$ cat src/rtl/fibo_seq_ctrl_pkg.sv
// Shared definitions for the Fibonacci sequencer: FSM state encoding and
// the F(0)/F(1) seed values loaded into the datapath on request accept.
package fibo_seq_ctrl_pkg;

  typedef enum logic [1:0] {
    StIdle = 2'd0,
    StRun  = 2'd1,
    StDone = 2'd2
  } state_e;

  localparam int unsigned FiboSeed0 = 0;  // F(0)
  localparam int unsigned FiboSeed1 = 1;  // F(1)

endpackage

$ cat src/rtl/fibo_step_dp.sv
// Two-register Fibonacci datapath with sticky overflow tracking.
//   clk     in   rising-edge clock
//   reset_n in   asynchronous active-low reset
//   load    in   seed a=F(0), b=F(1), clear overflow flags
//   step    in   advance one term: a<=b, b<=a+b
//   a       out  current term F(k) mod 2^WIDTH
//   a_ovf   out  1 when the true F(k) does not fit in WIDTH bits
module fibo_step_dp
  import fibo_seq_ctrl_pkg::*;
#(
  parameter int unsigned WIDTH = 16
) (
  input  logic             clk,
  input  logic             reset_n,
  input  logic             load,
  input  logic             step,
  output logic [WIDTH-1:0] a,
  output logic             a_ovf
);

  logic [WIDTH-1:0] a_q, a_d;
  logic [WIDTH-1:0] b_q, b_d;
  logic             a_ovf_q, a_ovf_d;
  logic             b_ovf_q, b_ovf_d;
  logic [WIDTH:0]   sum;

  // One extra bit so the carry out of the wrapped add is visible.
  assign sum = {1'b0, a_q} + {1'b0, b_q};

  always_comb begin
    a_d     = a_q;
    b_d     = b_q;
    a_ovf_d = a_ovf_q;
    b_ovf_d = b_ovf_q;
    if (load) begin
      a_d     = WIDTH'(FiboSeed0);
      b_d     = WIDTH'(FiboSeed1);
      a_ovf_d = 1'b0;
      b_ovf_d = 1'b0;
    end else if (step) begin
      a_d     = b_q;
      b_d     = sum[WIDTH-1:0];
      a_ovf_d = b_ovf_q;
      // Sticky: once either operand has wrapped, every later term is too big.
      b_ovf_d = sum[WIDTH] | a_ovf_q | b_ovf_q;
    end
  end

  always_ff @(posedge clk or negedge reset_n) begin
    if (!reset_n) begin
      a_q     <= '0;
      b_q     <= '0;
      a_ovf_q <= 1'b0;
      b_ovf_q <= 1'b0;
    end else begin
      a_q     <= a_d;
      b_q     <= b_d;
      a_ovf_q <= a_ovf_d;
      b_ovf_q <= b_ovf_d;
    end
  end

  assign a     = a_q;
  assign a_ovf = a_ovf_q;

endmodule

$ cat src/rtl/fibo_seq_ctrl.sv
// Request/response controller computing F(n) on demand.
//   clk        in   rising-edge clock
//   reset_n    in   asynchronous active-low reset
//   req_valid  in   request present
//   req_ready  out  high in IDLE
//   req_idx    in   term index n, sampled on request handshake
//   abort      in   cancel a computation in RUN (ignored in DONE)
//   rsp_valid  out  high in DONE
//   rsp_ready  in   consumer takes the result
//   rsp_value  out  F(n) mod 2^WIDTH, held until the next request
//   rsp_ovf    out  true F(n) >= 2^WIDTH
//   busy       out  state != IDLE
module fibo_seq_ctrl
  import fibo_seq_ctrl_pkg::*;
#(
  parameter int unsigned WIDTH = 16,
  parameter int unsigned IDX_W = 6
) (
  input  logic             clk,
  input  logic             reset_n,
  input  logic             req_valid,
  output logic             req_ready,
  input  logic [IDX_W-1:0] req_idx,
  input  logic             abort,
  output logic             rsp_valid,
  input  logic             rsp_ready,
  output logic [WIDTH-1:0] rsp_value,
  output logic             rsp_ovf,
  output logic             busy
);

  state_e           state_q, state_d;
  logic [IDX_W-1:0] cnt_q, cnt_d;
  logic             load, step;

  // State register.
  always_ff @(posedge clk or negedge reset_n) begin
    if (!reset_n) begin
      state_q <= StIdle;
      cnt_q   <= '0;
    end else begin
      state_q <= state_d;
      cnt_q   <= cnt_d;
    end
  end

  // Next-state logic.
  always_comb begin
    state_d = state_q;
    cnt_d   = cnt_q;
    unique case (state_q)
      StIdle: begin
        if (req_valid) begin
          state_d = StRun;
          cnt_d   = req_idx;
        end
      end
      StRun: begin
        if (abort) begin
          state_d = StIdle;
        end else if (cnt_q == '0) begin
          state_d = StDone;
        end else begin
          cnt_d = cnt_q - IDX_W'(1);
        end
      end
      StDone: begin
        if (rsp_ready) state_d = StIdle;
      end
      default: state_d = StIdle;
    endcase
  end

  // Outputs and datapath controls.
  always_comb begin
    req_ready = 1'b0;
    rsp_valid = 1'b0;
    load      = 1'b0;
    step      = 1'b0;
    busy      = (state_q != StIdle);
    unique case (state_q)
      StIdle: begin
        req_ready = 1'b1;
        load      = req_valid;
      end
      StRun:   step = !abort && (cnt_q != '0);
      StDone:  rsp_valid = 1'b1;
      default: ;
    endcase
  end

  fibo_step_dp #(
    .WIDTH(WIDTH)
  ) u_dp (
    .clk    (clk),
    .reset_n(reset_n),
    .load   (load),
    .step   (step),
    .a      (rsp_value),
    .a_ovf  (rsp_ovf)
  );

endmodule

$ cat config.mk
export PLATFORM = sky130hd
export DESIGN_NAME = fibo_seq_ctrl
export DESIGN_NICKNAME = d
export VERILOG_FILES = /design/src/rtl/fibo_seq_ctrl_pkg.sv /design/src/rtl/fibo_step_dp.sv /design/src/rtl/fibo_seq_ctrl.sv
export SDC_FILE = /design/constraint.sdc
export NUM_CORES = 1
export LEC_CHECK = 0
export ABC_AREA = 1
export CORE_ASPECT_RATIO = 1.5
export CORE_MARGIN = 5
export CORE_UTILIZATION = 55
export DETAILED_ROUTE_END_ITERATION = 8
export HOLD_SLACK_MARGIN = 0.15
export PLACE_DENSITY = 0.76
export SETUP_SLACK_MARGIN = 0.3
export SKIP_CTS_REPAIR_TIMING = 1
export SLEW_MARGIN = 20
export SYNTH_ARGS = -nofsm -noshare
export SYNTH_HDL_FRONTEND = slang
export SYNTH_SLANG_ARGS = --single-unit
$ cat constraint.sdc
create_clock -name clk -period 2.75 [get_ports clk]
set_input_delay 0.4125 -clock clk [delete_from_list [all_inputs] [get_ports clk]]
set_output_delay 0.4125 -clock clk [all_outputs]
set_load 0.05 [all_outputs]
==> results.sh, run 1 <==
export IMPL_arrival_ns=1.79
export IMPL_drv_cap=0
export IMPL_nNetsFinal=424
export IMPL_syn_instance_count=363
export IMPL_relSlewSlack=0.367
export IMPL_insertion_delay_ns=0.31
export IMPL_synth_distinct_cells=35
export IMPL_cp_depth=2
export IMPL_io_pins=31
export IMPL_path_class="reg -> out"
export IMPL_power_switching_mw=1.04
export IMPL_cts_root_buf="clkbuf_8"
export IMPL_cts_path_max_buffers=2
export IMPL_synth_top_cell_by_area="dfrtp_1"
export IMPL_switching_share=0.414
export IMPL_syn_nets=393
export IMPL_cts_sinks=42
export IMPL_rr_worst_depth=9
export IMPL_place_hpwl_um=4350
export IMPL_placed_cells=453
export IMPL_hold_viol_final=0
export IMPL_grt_pass1_vias=2373
export IMPL_worstSetupStartpointType="register"
export IMPL_fin_crit_ns=2.20
export IMPL_area_growth_synth_to_final_pct=17.0
export IMPL_vias=2430
export IMPL_synthFlopType="dfrtp_1"
export IMPL_io_buffer_count=30
export IMPL_wirelength_um=5950
export IMPL_p_comb_frac=0.425
export IMPL_synth_edf_count=0
export IMPL_holdWs_ns=0.248
export IMPL_crit_slowest_cell="clkdlybuf4s50_1"
export IMPL_r2r_slack_ns=0.89
export IMPL_first_iter_violations=125
export IMPL_num_rows=31
export IMPL_cts_buffers=5
export IMPL_n_antenna_cell=0
export IMPL_netlist_area_um2=2720
export IMPL_clockPowerShare=0.237
export IMPL_setup_viol=0
export IMPL_die_h_um=96.2
export IMPL_grt_overflow=0
export IMPL_grt_pass1_wl_um=10400
export IMPL_initial_core_util=0.566
export IMPL_crit_path_cell_trace="nor2_1 -> clkdlybuf4s50_1"
export IMPL_synth_seq_cells=42
export IMPL_layout_drive_gt1_share=0.0633
export IMPL_ant_nets=0
export IMPL_grt_start_max_net_pins=43
export IMPL_p_seq_frac=0.338
export IMPL_synth_top_cells_by_area="dfrtp_1 39%, nand2_1 16%, ha_1 8.3%"
export IMPL_status="completed"
export IMPL_gr_usage_all_layers=0.208
export IMPL_crit_family="buffers and inverters"
export IMPL_synth_common_cells="119 x nand2_1, 56 x inv_1, 42 x dfrtp_1"
export IMPL_synth_top_area_share=0.386
export IMPL_dr_pass1_iters=4
export IMPL_worst_slew_pin_transition_ns=0.949
export IMPL_p_total_mw=2.52
export IMPL_slew_violations=0
export IMPL_fmax_ghz=0.454
export IMPL_routed_via_density=5.27
export IMPL_fillers=457
export IMPL_clock_skew_ns=0.0139
export IMPL_placed_cell_area_um2=3050
export IMPL_wire_per_inst_um=12.9
export IMPL_critPathMaxStageDelay_ns=0.85
export IMPL_intPower_mw=1.48
export IMPL_critPathRequiredTime_ns=2.34
export IMPL_fin_tns_setup_ns=0
export IMPL_cts_tree="yes"
export IMPL_endpoint_kind="primary output"
export IMPL_clkTransAtPathRegs_ns=0.09
export IMPL_stdcell_area_um2=3180
export IMPL_antenna_found_initial=0
export IMPL_path_max_fanout=4
export IMPL_die_area_um2=6490
export IMPL_instances_no_fill=461
export IMPL_synth_most_common_cell="nand2_1"
export IMPL_rsz0062_at_grt="no"
export IMPL_fp_dieW_um=67.4
export IMPL_ys_seq_area_frac=0.386
export IMPL_htree_levels=2
export IMPL_hp_class="in -> async"
export IMPL_drc=0
export IMPL_core_um2=4810
export IMPL_irDropWorstVdd_uv=846
export IMPL_period_share=0.801
export IMPL_powerDensity_nw_per_um2=791
export IMPL_p_leak_nw=1.72
export IMPL_gp_congestion=0.910
export IMPL_cp_num_buf_inv=1
export IMPL_async_flop_share=1.00
export IMPL_avgSynthCellArea_um2=7.50
export IMPL_synth_warnings=0
per-stage QoR:
step,util,worst slack (ns)
6_report,0.662,0.548
5_1_grt,0.662,0.447
3_3_place_gp,0.633,0.854
2_1_floorplan,-,0.708
3_5_place_dp,0.633,0.827
4_1_cts,0.662,0.532
final timing paths:
check	from	end
worst max-delay path	state_q[0]	req_ready
worst min-delay path	reset_n	u_dp.b_q[12]
worst max register to register	cnt_q[0]	cnt_q[5]
worst min register to register	u_dp.b_ovf_q	u_dp.b_ovf_q
max in group asynchronous	reset_n	cnt_q[4]
min in group clk	u_dp.b_ovf_q	u_dp.b_ovf_q
metal layers:
metal  share of wire  global-route usage  up-vias
met5               0                   0        -
li1                -                   -     1226
met1            0.42               0.240     1152
met2            0.53               0.377       41
met3           0.030              0.0397       11
met4           0.019              0.0711        0
power groups by stage:
| stage | clock network, mW | registers (mW) | logic (mW) |
|---|---|---|---|
| final | 0.596 | 0.852 | 1.07 |
| after global routing | 0.631 | 0.869 | 1.20 |
| after CTS | 0.600 | 0.850 | 1.08 |
| after detailed placement | 0 | 0.860 | 1.07 |
| after global placement | 0 | 0.855 | 1.04 |
| after floorplan | 0 | 0.969 | 0.712 |
cell type report:
cell class                      instances  area, um2  share of cell area
Multi-Input combinational cell        256       1390               0.438
Inverter                               59        224              0.0703
Sequential cell                        42       1050               0.330
Tap cell                               66       82.6              0.0259
Clock buffer                            5       68.8              0.0216
Timing Repair Buffer                   30        295              0.0927
Clock inverter                          3       68.8              0.0216
state kept, by name, summed over array words and instances, names as in the netlist:
name,flops
u_dp.a,16
u_dp.b_ovf_q,1
u_dp.b_q,16
cnt_q,6
u_dp.a_ovf,1
state_q,2
layout by cell type (no fill, tap or decap), types with 5 or more instances in the layout:
| cell type | count |
|---|---|
| nand2_1 | 119 |
| inv_1 | 56 |
| dfrtp_1 | 42 |
| clkdlybuf4s50_1 | 29 |
| nand3_1 | 24 |
| ha_1 | 18 |
| nor2_1 | 17 |
| o21ai_0 | 14 |
| a21oi_1 | 12 |
| a22o_1 | 9 |
| o21ai_1 | 8 |
| clkbuf_8 | 5 |
cells by family (layout without fill, tap and decap cells):
kind of cell    Yosys count  in the layout  share of synthesized area
xor+xnor                  3              3                    0.00965
buf+inv                  65             97                      0.102
compound gates           53             53                      0.122
fa+ha+maj                19             19                     0.0901
simple gates            181            181                      0.290
flops                    42             42                      0.386
worst register-to-register path: stages (launching register included):
cell and delay (ns):
dfrtp_1 0.39, inv_1 0.15, ha_1 0.17, nand4_1 0.17, nand2_4 0.24, nand2_8 0.16
inv_4 0.30, nor2_4 0.05, o21ai_2 0.07, o21ai_2 0.06
(Power assumes the default switching activity.)
==> run 2, diff against run 1 <==
--- a/config.mk
+++ b/config.mk
@@ -8,10 +8,10 @@
 export ABC_AREA = 1
 export CORE_ASPECT_RATIO = 1.5
 export CORE_MARGIN = 5
-export CORE_UTILIZATION = 55
+export CORE_UTILIZATION = 51
 export DETAILED_ROUTE_END_ITERATION = 8
 export HOLD_SLACK_MARGIN = 0.15
-export PLACE_DENSITY = 0.76
+export PLACE_DENSITY = 0.74
 export SETUP_SLACK_MARGIN = 0.3
 export SKIP_CTS_REPAIR_TIMING = 1
 export SLEW_MARGIN = 20
==> constraint.sdc (replaced) <==
create_clock -name clk -period 1.8 [get_ports clk]
set_input_delay 0.27 -clock clk [delete_from_list [all_inputs] [get_ports clk]]
set_output_delay 0.27 -clock clk [all_outputs]
set_load 0.05 [all_outputs]
==> run 2 against run 1 <==
Effect of this change: sequential power increased by 62%; flip-flop and latch count unchanged; final area increased by 25%; critical path type is now reg -> reg; critical endpoint is now u_dp.b_q[8].
==> results.sh, run 2 (synthesis gave the netlist of run 1 again) <==
export IMPL_status="completed"
export IMPL_worst_slew_pin_transition_ns=0.504
export IMPL_holdWs_ns=0.460
export IMPL_grt_start_max_net_pins=31
export IMPL_grt_pass1_wl_um=10700
export IMPL_cp_num_buf_inv=2
export IMPL_routed_via_density=5.36
export IMPL_grt_overflow=0
export IMPL_slew_violations=0
export IMPL_wire_per_inst_um=15.8
export IMPL_critPathMaxStageDelay_ns=0.42
export IMPL_cts_sinks=42
export IMPL_fin_tns_setup_ns=0
export IMPL_initial_core_util=0.527
export IMPL_num_rows=32
export IMPL_cts_root_buf="clkbuf_8"
export IMPL_nNetsFinal=466
export IMPL_cts_tree="yes"
export IMPL_cts_buffers=5
export IMPL_drc=0
export IMPL_dr_pass1_iters=4
export IMPL_htree_levels=2
export IMPL_path_class="reg -> reg"
export IMPL_hp_class="in -> async"
export IMPL_dp_slack_ns=0.0890
export IMPL_stdcell_area_um2=3980
export IMPL_ant_nets=0
export IMPL_relSlewSlack=0.664
export IMPL_rsz0062_at_grt="yes"
export IMPL_r2r_slack_ns=0.08
export IMPL_critPathRequiredTime_ns=1.99
export IMPL_drv_cap=0
export IMPL_place_hpwl_um=4730
export IMPL_crit_path_cell_trace="inv_1 -> fa_2 -> inv_2 -> nand3_2 -> nand3_4 -> nand2_2 -> nand3_2 -> nand2_1 -> nand2_1 -> o21ai_2"
export IMPL_hold_viol_final=0
export IMPL_p_leak_nw=1.98
export IMPL_setup_viol=0
export IMPL_layout_drive_gt1_share=0.391
export IMPL_worst_slack_ns=0.0842
export IMPL_fin_crit_ns=1.72
export IMPL_largestRegisters="u_dp.a x16, u_dp.b_q x16, cnt_q x6"
export IMPL_clock_skew_ns=0.0117
export IMPL_mostFrequentLayoutCell="nand2_1"
export IMPL_final_cell_mix="100 x nand2_1, 51 x inv_1, 49 x buf_4, 27 x dfrtp_1, 17 x nand2_2"
export IMPL_period_share=0.953
export IMPL_placed_cell_area_um2=3260
export IMPL_vias=2708
export IMPL_fp_dieW_um=69.7
export IMPL_io_pins=31
export IMPL_endpoint_kind="register"
export IMPL_path_max_fanout=3
export IMPL_wirelength_um=8000
export IMPL_n_antenna_cell=0
export IMPL_core_um2=5160
export IMPL_antenna_found_initial=0
export IMPL_die_h_um=99.5
export IMPL_first_iter_violations=166
export IMPL_worstSetupStartpointType="register"
export IMPL_cts_path_max_buffers=2
export IMPL_clkTransAtPathRegs_ns=0.09
export IMPL_area_growth_synth_to_final_pct=46.0
export IMPL_rr_worst_depth=10
export IMPL_powerDensity_nw_per_um2=1190
export IMPL_arrival_ns=1.90
export IMPL_gr_usage_all_layers=0.189
export IMPL_insertion_delay_ns=0.30
export IMPL_crit_slowest_cell="fa_2"
export IMPL_die_area_um2=6930
export IMPL_crit_family="simple AND/OR/NAND/NOR gates"
export IMPL_irDropWorstVdd_uv=1090
export IMPL_grt_pass1_vias=2397
export IMPL_fmax_ghz=0.583
export IMPL_gp_congestion=0.916
export IMPL_io_buffer_count=30
export IMPL_cp_depth=10
[run 2: cell types whose count changed in the layout (fill, tap and decap cells not counted), moves of 9 or more]
cell,before,now
buf_4,0,49
nand3_1,24,15
nand2_1,119,100
ha_4,0,16
clkdlybuf4s50_1,29,9
nand2_2,2,17
dfrtp_1,42,27
ha_1,18,2
dfrtp_2,0,15
[run 2: final cells by class]
| cell class | count | area, um2 |
|---|---|---|
| multi-input combinational | 258 | 1850 |
| fill | 333 | 1190 |
| sequential | 42 | 1070 |
| timing repair buffer | 67 | 582 |
| inverter | 59 | 260 |
| tap | 68 | 85.1 |
| clock buffer | 6 | 82.6 |
| timing repair inverter | 3 | 36.3 |
| clock inverter | 2 | 12.5 |
[run 2: where the power goes]
group          switching (mW)  internal (mW)  total [mW]
registers               0.214           1.17        1.38
clock network           0.336          0.308       0.645
logic                    1.55           1.15        2.70
[run 2: path summary, 6_finish.rpt]
kind                                 from           end
worst min-delay path              reset_n  u_dp.b_q[12]
worst max-delay path            u_dp.a[1]   u_dp.b_q[8]
worst max register to register  u_dp.a[1]   u_dp.b_q[8]
max in group asynchronous         reset_n     u_dp.a[2]
min in group clk                 cnt_q[2]      cnt_q[2]
worst min register to register   cnt_q[2]      cnt_q[2]
[run 2: metal layers]
layer  part of all wire  up-vias  track usage
li1                   -     1313            -
met1               0.38     1296        0.210
met2               0.55       77        0.357
met3              0.039       22       0.0364
met4              0.028        0       0.0664
met5                  0        -            0
[run 2: metrics by stage]
step                instances   util  total power [mW]
floorplan                 363      -              2.78
global placement          457  0.631              3.16
detailed placement        457  0.631              3.21
CTS                       465  0.650              3.88
global route              505  0.770              4.99
finish                    505  0.770              4.72
